**config.mk**
```make
export PLATFORM = sky130hd
export DESIGN_NAME = mem_port_arbiter
export DESIGN_NICKNAME = d
export VERILOG_FILES = /design/src/rtl/mem_port_arbiter.sv
export SDC_FILE = /design/constraint.sdc
export NUM_CORES = 1
export LEC_CHECK = 0
export CORE_ASPECT_RATIO = 0.5
export CORE_MARGIN = 3
export CORE_UTILIZATION = 30
export DETAILED_ROUTE_END_ITERATION = 10
export RECOVER_POWER = 50
export SYNTH_ARGS = -nofsm -noshare
export SYNTH_HDL_FRONTEND = slang
export SYNTH_SLANG_ARGS = --single-unit
```
**constraint.sdc**
```tcl
create_clock -name clk_i -period 2.05 [get_ports clk_i]
set_clock_uncertainty 0.1 [all_clocks]
set_input_delay 0.41 -clock clk_i [delete_from_list [all_inputs] [get_ports clk_i]]
set_output_delay 0.41 -clock clk_i [all_outputs]
set_load 0.01 [all_outputs]
```
**src/rtl/mem_port_arbiter.sv**
```systemverilog
// mem_port_arbiter
// Arbitrates the CPU MEM-stage port and the loader/debug port onto one
// 32x32 synchronous-read data memory. Each access takes IDLE -> SERVE -> RESP.
// The memory strobe is issued during SERVE, and the ack is pulsed during RESP.
//
// Build option: define ARB_FAIR_EN for round-robin arbitration between the two
// ports. Without it, the CPU always wins, and the last-grant pointer is not built.
//
// state | meaning
// IDLE  | no access in flight; grant on the first edge that sees a request
// SERVE | memory strobe cycle for the granted port (suppressed on a bad address)
// RESP  | ack/err pulse to the granted port; read data returns from memory
module mem_port_arbiter (
    input  logic        clk_i,
    input  logic        rst_i,
    input  logic        cpu_req_i,
    input  logic        cpu_we_i,
    input  logic [31:0] cpu_addr_i,
    input  logic [31:0] cpu_wdata_i,
    output logic [31:0] cpu_rdata_o,
    output logic        cpu_ack_o,
    output logic        cpu_err_o,
    output logic        cpu_stall_o,
    input  logic        dbg_req_i,
    input  logic        dbg_we_i,
    input  logic [31:0] dbg_addr_i,
    input  logic [31:0] dbg_wdata_i,
    output logic [31:0] dbg_rdata_o,
    output logic        dbg_ack_o,
    output logic        dbg_err_o,
    output logic        mem_en_o,
    output logic        mem_we_o,
    output logic [4:0]  mem_addr_o,
    output logic [31:0] mem_wdata_o,
    input  logic [31:0] mem_rdata_i
);

    typedef enum logic [1:0] {
        ST_IDLE  = 2'd0,
        ST_SERVE = 2'd1,
        ST_RESP  = 2'd2
    } state_t;

    state_t      state_q, state_d;

    // Granted port: 0 = CPU, 1 = debug. It is held constant from SERVE through RESP.
    logic        gnt_dbg_q, gnt_dbg_d;

    // Attributes of the access in flight, captured when the grant is made.
    logic        acc_we_q, acc_we_d;
    logic        acc_err_q, acc_err_d;

    // High during RESP for a valid read, when memory read data is being returned.
    logic        fwd_q, fwd_d;

    logic        mem_en_q, mem_en_d;
    logic        mem_we_q, mem_we_d;
    logic [4:0]  mem_addr_q, mem_addr_d;
    logic [31:0] mem_wdata_q, mem_wdata_d;

    logic        cpu_ack_q, cpu_ack_d;
    logic        cpu_err_q, cpu_err_d;
    logic [31:0] cpu_rdata_q, cpu_rdata_d;
    logic        dbg_ack_q, dbg_ack_d;
    logic        dbg_err_q, dbg_err_d;
    logic [31:0] dbg_rdata_q, dbg_rdata_d;

    logic        launch;
    logic        launch_dbg;
    logic        arb_dbg;
    logic        other_req;
    logic        sel_we;
    logic [31:0] sel_addr;
    logic [31:0] sel_wdata;
    logic        sel_bad;

`ifdef ARB_FAIR_EN
    logic        last_dbg_q, last_dbg_d;

    // Round-robin: on a conflict, grant the port that did not win last time.
    always_comb begin
        arb_dbg = dbg_req_i;
        if (cpu_req_i && dbg_req_i) begin
            arb_dbg = ~last_dbg_q;
        end
    end

    // The pointer follows every grant, including back-to-back grants.
    always_comb begin
        last_dbg_d = last_dbg_q;
        if (launch) begin
            last_dbg_d = launch_dbg;
        end
    end

    // Last-grant pointer register; resets to debug so the CPU wins the first conflict.
    always_ff @(posedge clk_i or negedge rst_i) begin
        if (!rst_i) begin
            last_dbg_q <= 1'b1;
        end else begin
            last_dbg_q <= last_dbg_d;
        end
    end
`else
    // Fixed priority: the CPU wins whenever it is requesting.
    always_comb begin
        arb_dbg = ~cpu_req_i;
    end
`endif

    // The other port's request is the only one that counts as new during RESP.
    // The granted port's req is still its old, just-acked access.
    always_comb begin
        other_req = gnt_dbg_q ? cpu_req_i : dbg_req_i;
    end

    // Mux the launching port's request fields and classify the address.
    always_comb begin
        sel_we    = launch_dbg ? dbg_we_i    : cpu_we_i;
        sel_addr  = launch_dbg ? dbg_addr_i  : cpu_addr_i;
        sel_wdata = launch_dbg ? dbg_wdata_i : cpu_wdata_i;
        sel_bad   = (sel_addr[1:0] != 2'b00) || (sel_addr[31:7] != 25'd0);
    end

    // State register.
    always_ff @(posedge clk_i or negedge rst_i) begin
        if (!rst_i) begin
            state_q <= ST_IDLE;
        end else begin
            state_q <= state_d;
        end
    end

    // Next-state logic and grant launch.
    // From RESP, go straight back to SERVE only when the other port is requesting
    // and would also win arbitration. Under fixed priority, this keeps a CPU that
    // holds its request ahead of a waiting debug request.
    always_comb begin
        state_d    = state_q;
        launch     = 1'b0;
        launch_dbg = gnt_dbg_q;
        case (state_q)
            ST_IDLE: begin
                if (cpu_req_i || dbg_req_i) begin
                    state_d    = ST_SERVE;
                    launch     = 1'b1;
                    launch_dbg = arb_dbg;
                end
            end
            ST_SERVE: begin
                state_d = ST_RESP;
            end
            ST_RESP: begin
                if (other_req && (arb_dbg != gnt_dbg_q)) begin
                    state_d    = ST_SERVE;
                    launch     = 1'b1;
                    launch_dbg = arb_dbg;
                end else begin
                    state_d = ST_IDLE;
                end
            end
            default: begin
                state_d = ST_IDLE;
            end
        endcase
    end

    // Output logic: next values for the registered memory strobe, ack, err and rdata.
    always_comb begin
        gnt_dbg_d   = gnt_dbg_q;
        acc_we_d    = acc_we_q;
        acc_err_d   = acc_err_q;
        fwd_d       = 1'b0;
        mem_en_d    = 1'b0;
        mem_we_d    = 1'b0;
        mem_addr_d  = mem_addr_q;
        mem_wdata_d = mem_wdata_q;
        cpu_ack_d   = 1'b0;
        cpu_err_d   = 1'b0;
        cpu_rdata_d = cpu_rdata_q;
        dbg_ack_d   = 1'b0;
        dbg_err_d   = 1'b0;
        dbg_rdata_d = dbg_rdata_q;

        if (launch) begin
            gnt_dbg_d   = launch_dbg;
            acc_we_d    = sel_we;
            acc_err_d   = sel_bad;
            mem_en_d    = ~sel_bad;
            mem_we_d    = sel_we & ~sel_bad;
            mem_addr_d  = sel_addr[6:2];
            mem_wdata_d = sel_wdata;
        end

        // Leaving SERVE: arm the ack. Clear rdata so writes and errors return 0.
        // A good read shows live memory data during RESP.
        if (state_q == ST_SERVE) begin
            fwd_d = ~acc_we_q & ~acc_err_q;
            if (gnt_dbg_q) begin
                dbg_ack_d   = 1'b1;
                dbg_err_d   = acc_err_q;
                dbg_rdata_d = 32'd0;
            end else begin
                cpu_ack_d   = 1'b1;
                cpu_err_d   = acc_err_q;
                cpu_rdata_d = 32'd0;
            end
        end

        // Leaving RESP after a read: keep the returned word until the next ack.
        if ((state_q == ST_RESP) && fwd_q) begin
            if (gnt_dbg_q) begin
                dbg_rdata_d = mem_rdata_i;
            end else begin
                cpu_rdata_d = mem_rdata_i;
            end
        end
    end

    // Datapath and response registers.
    // Asynchronous reset drops the memory strobe at once and cancels any pending ack.
    always_ff @(posedge clk_i or negedge rst_i) begin
        if (!rst_i) begin
            gnt_dbg_q   <= 1'b0;
            acc_we_q    <= 1'b0;
            acc_err_q   <= 1'b0;
            fwd_q       <= 1'b0;
            mem_en_q    <= 1'b0;
            mem_we_q    <= 1'b0;
            mem_addr_q  <= 5'd0;
            mem_wdata_q <= 32'd0;
            cpu_ack_q   <= 1'b0;
            cpu_err_q   <= 1'b0;
            cpu_rdata_q <= 32'd0;
            dbg_ack_q   <= 1'b0;
            dbg_err_q   <= 1'b0;
            dbg_rdata_q <= 32'd0;
        end else begin
            gnt_dbg_q   <= gnt_dbg_d;
            acc_we_q    <= acc_we_d;
            acc_err_q   <= acc_err_d;
            fwd_q       <= fwd_d;
            mem_en_q    <= mem_en_d;
            mem_we_q    <= mem_we_d;
            mem_addr_q  <= mem_addr_d;
            mem_wdata_q <= mem_wdata_d;
            cpu_ack_q   <= cpu_ack_d;
            cpu_err_q   <= cpu_err_d;
            cpu_rdata_q <= cpu_rdata_d;
            dbg_ack_q   <= dbg_ack_d;
            dbg_err_q   <= dbg_err_d;
            dbg_rdata_q <= dbg_rdata_d;
        end
    end

    // Output drive. Memory read data only becomes valid in the ack cycle, so
    // during a read ack the word is passed straight through, then held.
    always_comb begin
        mem_en_o    = mem_en_q;
        mem_we_o    = mem_we_q;
        mem_addr_o  = mem_addr_q;
        mem_wdata_o = mem_wdata_q;
        cpu_ack_o   = cpu_ack_q;
        cpu_err_o   = cpu_err_q;
        cpu_rdata_o = (cpu_ack_q && fwd_q) ? mem_rdata_i : cpu_rdata_q;
        dbg_ack_o   = dbg_ack_q;
        dbg_err_o   = dbg_err_q;
        dbg_rdata_o = (dbg_ack_q && fwd_q) ? mem_rdata_i : dbg_rdata_q;
        cpu_stall_o = cpu_req_i & ~cpu_ack_q;
    end

endmodule

```
==> implementation parameters, run 1 <==
Parameter                              Value

Status
  Outcome ... complete, but fails checks
  Violated checks ... negative setup slack

Floorplan
  Top-Level Pins ... between 200 and 300
  Die area ... 0.0202 mm^2
  Die width ... approximately 200 um
  Placement Rows ... 34
  Initial core utilization ... 0.312
  Chip height ... 102 um
  Total core area ... between 0.015 and 0.02 mm^2

Power and ir drop
  Max rail drop VDD ... between 0.0006 and 0.0007 V
  Fraction of power consumed by the clock network ... 0.266
  Proportion of power drawn by flip-flops and latches ... 0.299
  Leak ... ~5.0 nW
  Switching Power ... roughly 0.0036 W
  Total power density per cell area ... between 1000 and 1500 mW/mm^2
  Switching Fraction ... 0.321
  Logic pwr share ... 0.435
  Internal power ... 0.00768 W

Global route
  Wire length of the first global-routing pass ... slightly above 30000 um
  Maximum number of pins on one net before global-route repair ... 51
  GRT Resource Usage Total ... 0.196
  Overflow left after global routing ... 0
  Via count of the first global-routing pass ... 5712
  Antenna violations before repair ... 0

Yosys
  Synthesized instance count ... between 500 and 600
  Syn avg cell area ... a little under 10 um^2
  Post-synthesis instance area ... around 0.0055 mm^2
  Portion of netlist area occupied by mux cells ... 0.199
  Commonest cells in the netlist ... nand2_1, dfrtp_1, o21ai_0, mux2_2, mux2i_1
  Dominant cells by area after synthesis ... dfrtp_1, mux2_2, nand2_1
  Seq/Total Area, Yosys ... 0.512
  Xor/xnor cell area share of the yosys netlist ... 0
  Fraction of the mapped netlist area in adder cells ... 0
  Basic-gate share of the synthesized area counting and, or, nand and nor cells ... 0.179
  Most used DFF post-synth ... dfrtp_1
  Post-synth ARST share ... 1.00
  Flops & latches, synth ... ~110
  Post-synth top area share ... 0.512
  Count of yosys warnings during synthesis ... 0
  Main combinational cell family by area after synthesis ... multiplexers
  Number of enable-type register cells in the synthesized netlist ... 0
  Most common cell in the synthesized netlist ... nand2_1
  Synth Area in Compound Gates ... 0.0740
  Total nets after synthesis ... between 700 and 800
  Cell taking the most area after synthesis ... dfrtp_1
  Count of unique library cells instantiated by Yosys ... 30

Timing
  Total Negative Setup Slacks ... -6.27 ns
  Slew Limit Headroom ... 0.453
  Upper clock frequency limit ... about 450 MHz
  Number of slew-limit violations in the final report ... 0
  Tightest Pin Transition ... 0.820 ns
  Period Utilization, post-route ... 1.09
  Unrepaired setup endpoints after global routing ... true
  Final count of hold timing violations ... 0
  Period minus WS final ... 2.24 ns
  Post-route worst setup slack ... -0.186 ns
  Endpoints failing setup ... 64

Worst setup path
  Category of the critical setup timing path ... reg2out
  Arrival time at the worst endpoint ... 1.73 ns
  Setup crit start kind ... flip-flop
  Longest individual stage delay on the worst path ... 0.45 ns
  Worst setup EP type ... output pin
  Cell family with the largest share of critical-path delay ... buffers and inverters
  Critical Path Slowest Stage Cell ... dfrtp_2
  CP required ... around 1.5 ns
  Cell with the most instances on the worst path ... buf_6
  CP cell instances ... nand2_4, buf_12, buf_8, buf_6, mux2_4, buf_6
  Worst path buffer plus inverter count ... 4
  CP Max Fanout ... 5

Routing
  Total DRC errors in the routed layout ... 0
  Uppermost routed layer ... met4
  Met3 Wirelength ... ~930 um
  Mean routed wirelength per cell ... roughly 17 um
  Via count of the routed design ... between 5000 and 6000
  Drt via density ... around 4.7
  Wl on met1 ... roughly 8600 um
  DR pass1 iterations ... 4
  Sum of met2 wire segment lengths after detailed routing ... 10100 um
  DRT iter0 DRCs ... 208
  Count of antenna-violating nets left after detailed routing ... 0
  Routed Wire Length ... 19900 um

Final layout
  Design area ... about 0.010 mm^2
  FILL cells ... ~1600
  Count of nets after finishing ... around 1100
  Synthesis-to-finish area growth ... 84.4%
  Fraction of layout instances using a drive strength above 1 ... 0.271
  Layout Cells excl Fill ... between 1000 and 1500
  Diode count ... 0

Clock network
  Clock transition at the registers of the reported paths ... about 0.050 ns
  Clock tree root buffer cell ... clkbuf_16
  Cts bufs inserted ... 17
  Maximum clock insertion buffer count ... 2
  Clk sinks ... 113
  Htree depth ... 4
  Clock latency at the later pin of the worst-skew pair ... roughly 0.39 ns
  TritonCTS clock tree ... yes

Placement
  Instance area at placement ... 0.00895 mm^2
  Final weighted congestion in routability-driven placement ... between 0.8 and 0.9
  Total of buffers placed on input and output ports ... ~270
  Placed instance count ... 1098
  Dpl hpwl ... 13900 um

Worst hold path
  Class of the worst hold path ... reg2reg

Run
  Number of violations of the max-capacitance limit ... 0
[power groups by stage]
| stage | Combinational, W | Clock (W) | Sequential, W |
|---|---|---|---|
| 6_report | 0.00492 | 0.00300 | 0.00338 |
| 5_1_grt | 0.00535 | 0.00319 | 0.00348 |
| 3_3_place_gp | 0.00464 | 0 | 0.00336 |
| 4_1_cts | 0.00505 | 0.00308 | 0.00338 |
| 2_1_floorplan | 0.00194 | 0 | 0.00347 |
| 3_5_place_dp | 0.00467 | 0 | 0.00337 |
[metal layers]
metal | track usage | vias up
met5 | 0 | -
met4 | 0.0445 | 0
met3 | 0.0372 | 20
met2 | 0.357 | 156
met1 | 0.246 | 2593
li1 | - | 2628
[metrics by stage]
| step | total power [W] | hold slack [ns] | worst slack, ns | util |
|---|---|---|---|---|
| 3_3_place_gp | 0.00800 | 0.257 | -0.184 | 0.506 |
| 5_1_grt | 0.0120 | 0.346 | -0.221 | 0.576 |
| 3_5_place_dp | 0.00805 | 0.264 | -0.205 | 0.506 |
| 4_1_cts | 0.0115 | 0.335 | -0.193 | 0.576 |
| 6_report | 0.0113 | 0.333 | -0.186 | 0.576 |
| 2_1_floorplan | 0.00541 | 0.0144 | 0.238 | - |
[final timing paths]
check,startpoint,to,slack (ns),cells past startpoint
max in group asynchronous,rst_i,fwd_q,0.21,3
min in group asynchronous,rst_i,asynchronous set/reset pin,0.48,2
hold / removal,acc_err_q,fwd_q,0.33,1
hold reg to reg,acc_err_q,fwd_q,0.33,1
setup / recovery,fwd_q,dbg_rdata_o[4],-0.19,6
setup reg to reg,state_q[0],mem_addr_o[0],0.08,5
[kinds of logic after synthesis]
family / after synthesis
and+or+nand+nor: 234
DFF: 113
buffers and inverters: 45
muxes: 102
AOI/OAI and AO/OA: 76
[layout make-up]
cell class | instances | area [um^2] | share of cell area
timing repair buffer | 357 | 3670 | 0.360
sequential | 113 | 2830 | 0.278
multi-input combinational | 412 | 2770 | 0.272
clock buffer | 20 | 467 | 0.0458
tap | 234 | 293 | 0.0287
clock inverter | 10 | 135 | 0.0133
inverter | 7 | 26.3 | 0.00258
[cell usage in the layout, fill, tap and decap left out, types with 4 or more instances in the layout]
cell             Yosys  final
buf_12               0     10
buf_4                5     45
buf_6                0     78
buf_8                0      4
clkbuf_16            0     18
clkbuf_2             0      4
clkdlybuf4s50_1      0    206
clkinvlp_4           0      4
dfrtp_1            113    112
inv_1                6      6
mux2_4               0     63
mux2i_1             38     38
nand2_1            171    169
nand3_1             34     34
nor4_1              12     12
o21ai_0             69     70
[repair_timing]
item                                    4_1_cts  5_1_grt
hold buffers                                  1        0
resized for setup                           408       17
hold endpoints to repair                     23        0
pin swaps                                     2        2
cloned                                        3        1
setup buffers                                17        5
endpoints found under the setup margin       65       64
(Power assumes the default switching activity.)
==> run 2, diff against run 1 <==
--- a/config.mk
+++ b/config.mk
@@ -13,3 +13,4 @@
 export SYNTH_ARGS = -nofsm -noshare
 export SYNTH_HDL_FRONTEND = slang
 export SYNTH_SLANG_ARGS = --single-unit
+export TNS_END_PERCENT = 30
==> run 2 against run 1 <==
Effect of this change: clock-buffer cell count stayed put; largest power group unchanged; design area shrank 1.5%; the flow still finishes with violations (negative setup slack); critical path type unchanged; via count down 1.6%; highest routed layer unchanged.
==> implementation parameters, run 2 (same netlist as run 1, synthesis figures left out) <==
Parameter                              Value

Status
  Outcome ... complete, but fails checks (unchanged)
  Violated checks ... negative setup slack (unchanged)

Routing
  Sum of met2 wire segment lengths after detailed routing ... 10100 um (about the same)
  Met3 Wirelength ... 841 um (was 930 um)
  Uppermost routed layer ... met4 (unchanged)
  Drt via density ... 4.64 (was 4.68)
  Wl on met1 ... 8580 um (about the same)
  DRT iter0 DRCs ... 205 (was 208)
  Count of antenna-violating nets left after detailed routing ... 0 (unchanged)
  Mean routed wirelength per cell ... 17.2 um (was 17.3 um)
  Total DRC errors in the routed layout ... 0 (unchanged)
  Via count of the routed design ... 5309 (was 5397)
  Routed Wire Length ... 19700 um (was 19900 um)
  DR pass1 iterations ... 4 (unchanged)

Global route
  GRT Resource Usage Total ... 0.194 (was 0.196)
  Via count of the first global-routing pass ... 5690 (was 5712)
  Antenna violations before repair ... 0 (unchanged)
  Maximum number of pins on one net before global-route repair ... 51 (unchanged)
  Wire length of the first global-routing pass ... 30700 um (was 31100 um)
  Overflow left after global routing ... 0 (unchanged)

Timing
  Slew Limit Headroom ... 0.441 (was 0.453)
  Number of slew-limit violations in the final report ... 0 (unchanged)
  Upper clock frequency limit ... 448 MHz (was 447 MHz)
  Final count of hold timing violations ... 0 (unchanged)
  Unrepaired setup endpoints after global routing ... true (unchanged)
  Endpoints failing setup ... 58 (was 64)
  Post-route worst setup slack ... -0.184 ns (was -0.186 ns)
  Tightest Pin Transition ... 0.839 ns (was 0.820 ns)
  Period Utilization, post-route ... 1.09 (about the same)
  Period minus WS final ... 2.23 ns (was 2.24 ns)

Worst setup path
  CP required ... 1.54 ns (about the same)
  Worst flop-to-flop path endpoint ... mem_addr_o[0] (unchanged)
  Critical path capture point ... dbg_rdata_o[4] (unchanged)
  Arrival time at the worst endpoint ... 1.72 ns (was 1.73 ns)
  Crit path from ... fwd_q (unchanged)
  Worst setup EP type ... output pin (unchanged)
  Reg-to-Reg Start ... state_q[0] (unchanged)
  Worst reg2reg setup slack ... 0.08 ns (about the same)
  CP Max Fanout ... 5 (unchanged)
  Length in cells of the worst reg-to-reg path ... 5 (unchanged)
  Category of the critical setup timing path ... reg2out (unchanged)
  Setup crit start kind ... flip-flop (unchanged)

Placement
  Dpl hpwl ... 13900 um (unchanged)
  Final weighted congestion in routability-driven placement ... 0.855 (unchanged)
  Total of buffers placed on input and output ports ... 273 (unchanged)
  Setup slack after placement ... -0.205 ns (unchanged)

Clock network
  Htree depth ... 4 (unchanged)
  Cts bufs inserted ... 17 (unchanged)
  TritonCTS clock tree ... yes (unchanged)
  Clock latency at the later pin of the worst-skew pair ... 0.39 ns (about the same)
  Clock tree root buffer cell ... clkbuf_16 (unchanged)
  Clk sinks ... 113 (unchanged)
  Maximum clock insertion buffer count ... 2 (unchanged)
  Clock transition at the registers of the reported paths ... 0.05 ns (about the same)

Floorplan
  Initial core utilization ... 0.312 (unchanged)
  Total core area ... 0.0177 mm^2 (unchanged)
  Die area ... 0.0202 mm^2 (unchanged)
  Top-Level Pins ... 274 (unchanged)
  Placement Rows ... 34 (unchanged)
  Chip height ... 102 um (unchanged)
  Die width ... 198 um (unchanged)

Power and ir drop
  Max rail drop VDD ... 0.000653 V (was 0.000654 V)
  Tot Pwr ... 0.0112 W (was 0.0113 W)
  Total power density per cell area ... 1120 mW/mm^2 (was 1110 mW/mm^2)
  Leak ... 4.91 nW (was 4.99 nW)

Worst hold path
  Class of the worst hold path ... reg2reg (unchanged)

Final layout
  Diode count ... 0 (unchanged)
  Most common cell after layout, fill and taps aside ... clkdlybuf4s50_1 (unchanged)
  Commonest cells after routing, fill and taps aside ... clkdlybuf4s50_1, nand2_1, dfrtp_1 (unchanged)
  Area occupied by registers ... 0.00283 mm^2 (unchanged)
  FILL cells ... 1596 (was 1576)
  Count of nets after finishing ... 1066 (was 1074)
  Synthesis-to-finish area growth ... 81.6% (was 84.4%)
  Fraction of layout instances using a drive strength above 1 ... 0.265 (was 0.271)
  Multi-input combinational cell area ... 0.00275 mm^2 (was 0.00277 mm^2)

Run
  Number of violations of the max-capacitance limit ... 0 (unchanged)
## run 2: cell count changes in the layout (fill, tap and decap cells not counted), sizes merged
cell  change
buf       -8
## run 2: metrics by stage
| stage | util | cell area [um^2] | TNS [ns] | hold WS [ns] | cells |
|---|---|---|---|---|---|
| final | 0.567 | 10000 | -5.75 | 0.334 | 1145 |
| after global routing | 0.567 | 10000 | -8.80 | 0.346 | 1145 |
| after CTS | 0.572 | 10100 | -7.91 | 0.335 | 1146 |
| after detailed placement | 0.506 | 8950 | -6.11 | 0.264 | 1098 |
| after global placement | 0.506 | 8950 | -5.40 | 0.257 | 1098 |
| after floorplan | - | 5530 | 0 | 0.0144 | 570 |
## run 2: where the power goes
| part | switching (W) | leakage, nW | internal (W) |
|---|---|---|---|
| Combinational | 0.00216 | 3.13 | 0.00268 |
| Sequential | 0.000435 | 1.50 | 0.00295 |
| Clock | 0.00101 | 0.286 | 0.00199 |
| Total | 0.00360 | 4.91 | 0.00762 |
## run 2: area by class of cell
class | count | share of cell area
Inverter | 7 | 0.00262
Multi-Input combinational cell | 412 | 0.274
Tap cell | 234 | 0.0292
Sequential cell | 113 | 0.282
Clock inverter | 10 | 0.0135
Clock buffer | 20 | 0.0465
Timing Repair Buffer | 349 | 0.353
## run 2: routing by layer
metal	vias to the layer above	global-route usage
met5	-	0
met4	0	0.0429
met3	16	0.0369
met2	127	0.352
met1	2554	0.244
li1	2612	-
## run 2: how the worst min path moves through the flow
stage | to | slack (ns) | cells after the start | start
global route | fwd_q | 0.35 | 1 | acc_err_q
CTS | fwd_q | 0.34 | 1 | acc_err_q
floorplan | asynchronous set/reset pin | 0.01 | 0 | rst_i
finish | fwd_q | 0.33 | 1 | acc_err_q
detailed placement | asynchronous set/reset pin | 0.26 | 1 | rst_i
global placement | asynchronous set/reset pin | 0.26 | 1 | rst_i
## run 2: critical path, stage by stage, from the launching register on
cell and delay (ns):
dfrtp_2 0.45, nand2_4 0.11, buf_12 0.11, buf_8 0.11, buf_6 0.11, mux2_4 0.31, buf_6 0.12
## run 2: what timing repair did
action	4_1_cts	5_1_grt
hold buffers	1	0
pin swaps	2	2
gates cloned	3	1
resized for setup	392	7
hold endpoints to repair	23	0
setup buffers	14	0
setup endpoints to repair	65	64
==> run 3, diff against run 2 <==
--- a/config.mk
+++ b/config.mk
@@ -5,11 +5,12 @@
 export SDC_FILE = /design/constraint.sdc
 export NUM_CORES = 1
 export LEC_CHECK = 0
-export CORE_ASPECT_RATIO = 0.5
+export CORE_ASPECT_RATIO = 0.9
 export CORE_MARGIN = 3
 export CORE_UTILIZATION = 30
 export DETAILED_ROUTE_END_ITERATION = 10
-export RECOVER_POWER = 50
+export PLACE_DENSITY_LB_ADDON = 0.1
+export RECOVER_POWER = 25
 export SYNTH_ARGS = -nofsm -noshare
 export SYNTH_HDL_FRONTEND = slang
 export SYNTH_SLANG_ARGS = --single-unit
==> run 3 against run 2 <==
Effect of this change: the run still ends with negative setup slack left; sequential power hardly changed; via count increased by 1.4%; routed wire length rose by 0.54%; critical endpoint is now dbg_rdata_o[31].
==> implementation parameters, run 3 (same netlist as run 1, synthesis figures left out) <==
Parameter                              Value

Global route
  Overflow left after global routing ... 0 (unchanged)
  Antenna violations before repair ... 0 (unchanged)
  Via count of the first global-routing pass ... 5676 (was 5690)
  Maximum number of pins on one net before global-route repair ... 59 (was 51)
  GRT Resource Usage Total ... 0.194 (about the same)
  Wire length of the first global-routing pass ... 30400 um (was 30700 um)

Worst setup path
  Critical Path Slowest Stage Cell ... dfrtp_2 (unchanged)
  Worst flop-to-flop path endpoint ... mem_wdata_o[15] (was mem_addr_o[0])
  Cell count along the critical path ... 5 (was 6)
  Category of the critical setup timing path ... reg2out (unchanged)
  Worst reg2reg setup slack ... 0.22 ns (was 0.08 ns)
  Cell with the most instances on the worst path ... buf_6 (unchanged)
  Cell family with the largest share of critical-path delay ... flip-flops (unchanged)
  CP required ... 1.54 ns (about the same)
  Crit path from ... fwd_q (unchanged)
  Critical path capture point ... dbg_rdata_o[31] (was dbg_rdata_o[4])
  Arrival time at the worst endpoint ... 1.70 ns (was 1.72 ns)
  Longest individual stage delay on the worst path ... 0.46 ns (was 0.45 ns)
  Worst path buffer plus inverter count ... 3 (was 4)
  Length in cells of the worst reg-to-reg path ... 6 (was 5)
  CP cell instances ... nand2_4, buf_6, clkbuf_16, mux2_4, buf_6 (was nand2_4, buf_12, buf_8, buf_6, mux2_4, buf_6)
  Setup crit start kind ... flip-flop (unchanged)
  Worst setup EP type ... output pin (unchanged)
  CP Max Fanout ... 6 (was 5)
  Reg-to-Reg Start ... state_q[0] (unchanged)

Routing
  Wl on met1 ... 8200 um (was 8580 um)
  Total DRC errors in the routed layout ... 0 (unchanged)
  Routed Wire Length ... 19800 um (was 19700 um)
  Count of antenna-violating nets left after detailed routing ... 0 (unchanged)
  DRT iter0 DRCs ... 177 (was 205)
  Mean routed wirelength per cell ... 17.2 um (about the same)
  Met3 Wirelength ... 1330 um (was 841 um)
  Uppermost routed layer ... met4 (unchanged)
  DR pass1 iterations ... 4 (unchanged)
  Sum of met2 wire segment lengths after detailed routing ... 9970 um (was 10100 um)
  Via count of the routed design ... 5384 (was 5309)
  Drt via density ... 4.68 (was 4.64)

Timing
  Number of slew-limit violations in the final report ... 0 (unchanged)
  Unrepaired setup endpoints after global routing ... true (unchanged)
  Period minus WS final ... 2.21 ns (was 2.23 ns)
  Period Utilization, post-route ... 1.08 (was 1.09)
  Slew Limit Headroom ... 0.420 (was 0.441)
  Tightest Pin Transition ... 0.871 ns (was 0.839 ns)
  Final-layout worst hold slack ... 0.326 ns (was 0.334 ns)
  Final count of hold timing violations ... 0 (unchanged)
  Endpoints failing setup ... 64 (was 58)
  Post-route worst setup slack ... -0.157 ns (was -0.184 ns)
  Upper clock frequency limit ... 453 MHz (was 448 MHz)

Power and ir drop
  Max rail drop VDD ... 0.000612 V (was 0.000653 V)
  Tot Pwr ... 0.0115 W (was 0.0112 W)
  Total power density per cell area ... 1140 mW/mm^2 (was 1120 mW/mm^2)
  Leak ... 4.93 nW (was 4.91 nW)

Placement
  Final weighted congestion in routability-driven placement ... 0.798 (was 0.855)
  Total of buffers placed on input and output ports ... 273 (unchanged)
  Setup slack after placement ... -0.194 ns (was -0.205 ns)
  Dpl hpwl ... 14200 um (was 13900 um)
  Instance area at placement ... 0.00897 mm^2 (was 0.00895 mm^2)

Clock network
  Cts bufs inserted ... 17 (unchanged)
  Htree depth ... 4 (unchanged)
  TritonCTS clock tree ... yes (unchanged)
  Clock latency at the later pin of the worst-skew pair ... 0.40 ns (was 0.39 ns)
  Maximum clock insertion buffer count ... 2 (unchanged)
  Clock tree root buffer cell ... clkbuf_16 (unchanged)
  Clk sinks ... 113 (unchanged)
  Clock transition at the registers of the reported paths ... 0.05 ns (about the same)

Floorplan
  Chip height ... 135 um (was 102 um)
  Top-Level Pins ... 274 (unchanged)
  Total core area ... 0.0178 mm^2 (was 0.0177 mm^2)
  Die width ... 149 um (was 198 um)
  Die area ... 0.0201 mm^2 (was 0.0202 mm^2)
  Initial core utilization ... 0.310 (was 0.312)
  Placement Rows ... 46 (was 34)

Final layout
  FILL cells ... 1545 (was 1596)
  Design area ... 0.0101 mm^2 (was 0.0100 mm^2)
  Multi-input combinational cell area ... 0.00277 mm^2 (was 0.00275 mm^2)
  Diode count ... 0 (unchanged)
  Commonest cells after routing, fill and taps aside ... clkdlybuf4s50_1, nand2_1, dfrtp_1 (unchanged)
  Area occupied by registers ... 0.00283 mm^2 (about the same)
  Fraction of layout instances using a drive strength above 1 ... 0.262 (was 0.265)
  Count of nets after finishing ... 1064 (was 1066)
  Synthesis-to-finish area growth ... 82.8% (was 81.6%)
  Most common cell after layout, fill and taps aside ... clkdlybuf4s50_1 (unchanged)

Status
  Violated checks ... negative setup slack (unchanged)
  Outcome ... complete, but fails checks (unchanged)

Worst hold path
  Worst hold path startpoint ... acc_err_q (unchanged)
  Class of the worst hold path ... reg2reg (unchanged)

Run
  Number of violations of the max-capacitance limit ... 0 (unchanged)
run 3: worst min path at each step:
stage | depth (start not counted) | to
after floorplan | 0 | asynchronous set/reset pin
after global placement | 1 | asynchronous set/reset pin
after detailed placement | 1 | asynchronous set/reset pin
after CTS | 2 | asynchronous set/reset pin
after global routing | 1 | fwd_q
final | 1 | fwd_q
run 3: routing by layer:
| metal | vias to the layer above | track usage |
|---|---|---|
| met2 | 193 | 0.338 |
| met4 | 0 | 0.0508 |
| li1 | 2603 | - |
| met3 | 20 | 0.0611 |
| met1 | 2568 | 0.232 |
| met5 | - | 0 |
run 3: layout make-up:
| cell class | count | area share |
|---|---|---|
| Clock inverter | 11 | 0.0183 |
| Clock buffer | 21 | 0.0446 |
| Timing Repair Buffer | 347 | 0.350 |
| Tap cell | 240 | 0.0297 |
| Multi-Input combinational cell | 412 | 0.274 |
| Sequential cell | 113 | 0.280 |
| Inverter | 7 | 0.00260 |
run 3: power breakdown:
part | leakage, nW | switching (W) | internal (W)
sequential | 1.50 | 0.000446 | 0.00295
clock | 0.307 | 0.00102 | 0.00218
combinational | 3.13 | 0.00220 | 0.00276
total | 4.93 | 0.00366 | 0.00789
run 3: timing repair:
| action | 4_1_cts | 5_1_grt |
|---|---|---|
| resized for setup | 339 | 62 |
| pin swaps | 2 | 2 |
| hold buffers | 1 | 0 |
| gates cloned | 2 | 3 |
| endpoints found under the setup margin | 65 | 65 |
| endpoints found under the hold margin | 13 | 0 |
| buffers inserted | 2 | 6 |
run 3: per-stage QoR:
step,TNS (ns),utilization,instances
4_1_cts,-8.73,0.551,1144
3_3_place_gp,-8.28,0.503,1107
5_1_grt,-8.26,0.566,1151
2_1_floorplan,0,-,570
3_5_place_dp,-9.41,0.503,1107
6_report,-4.98,0.566,1151
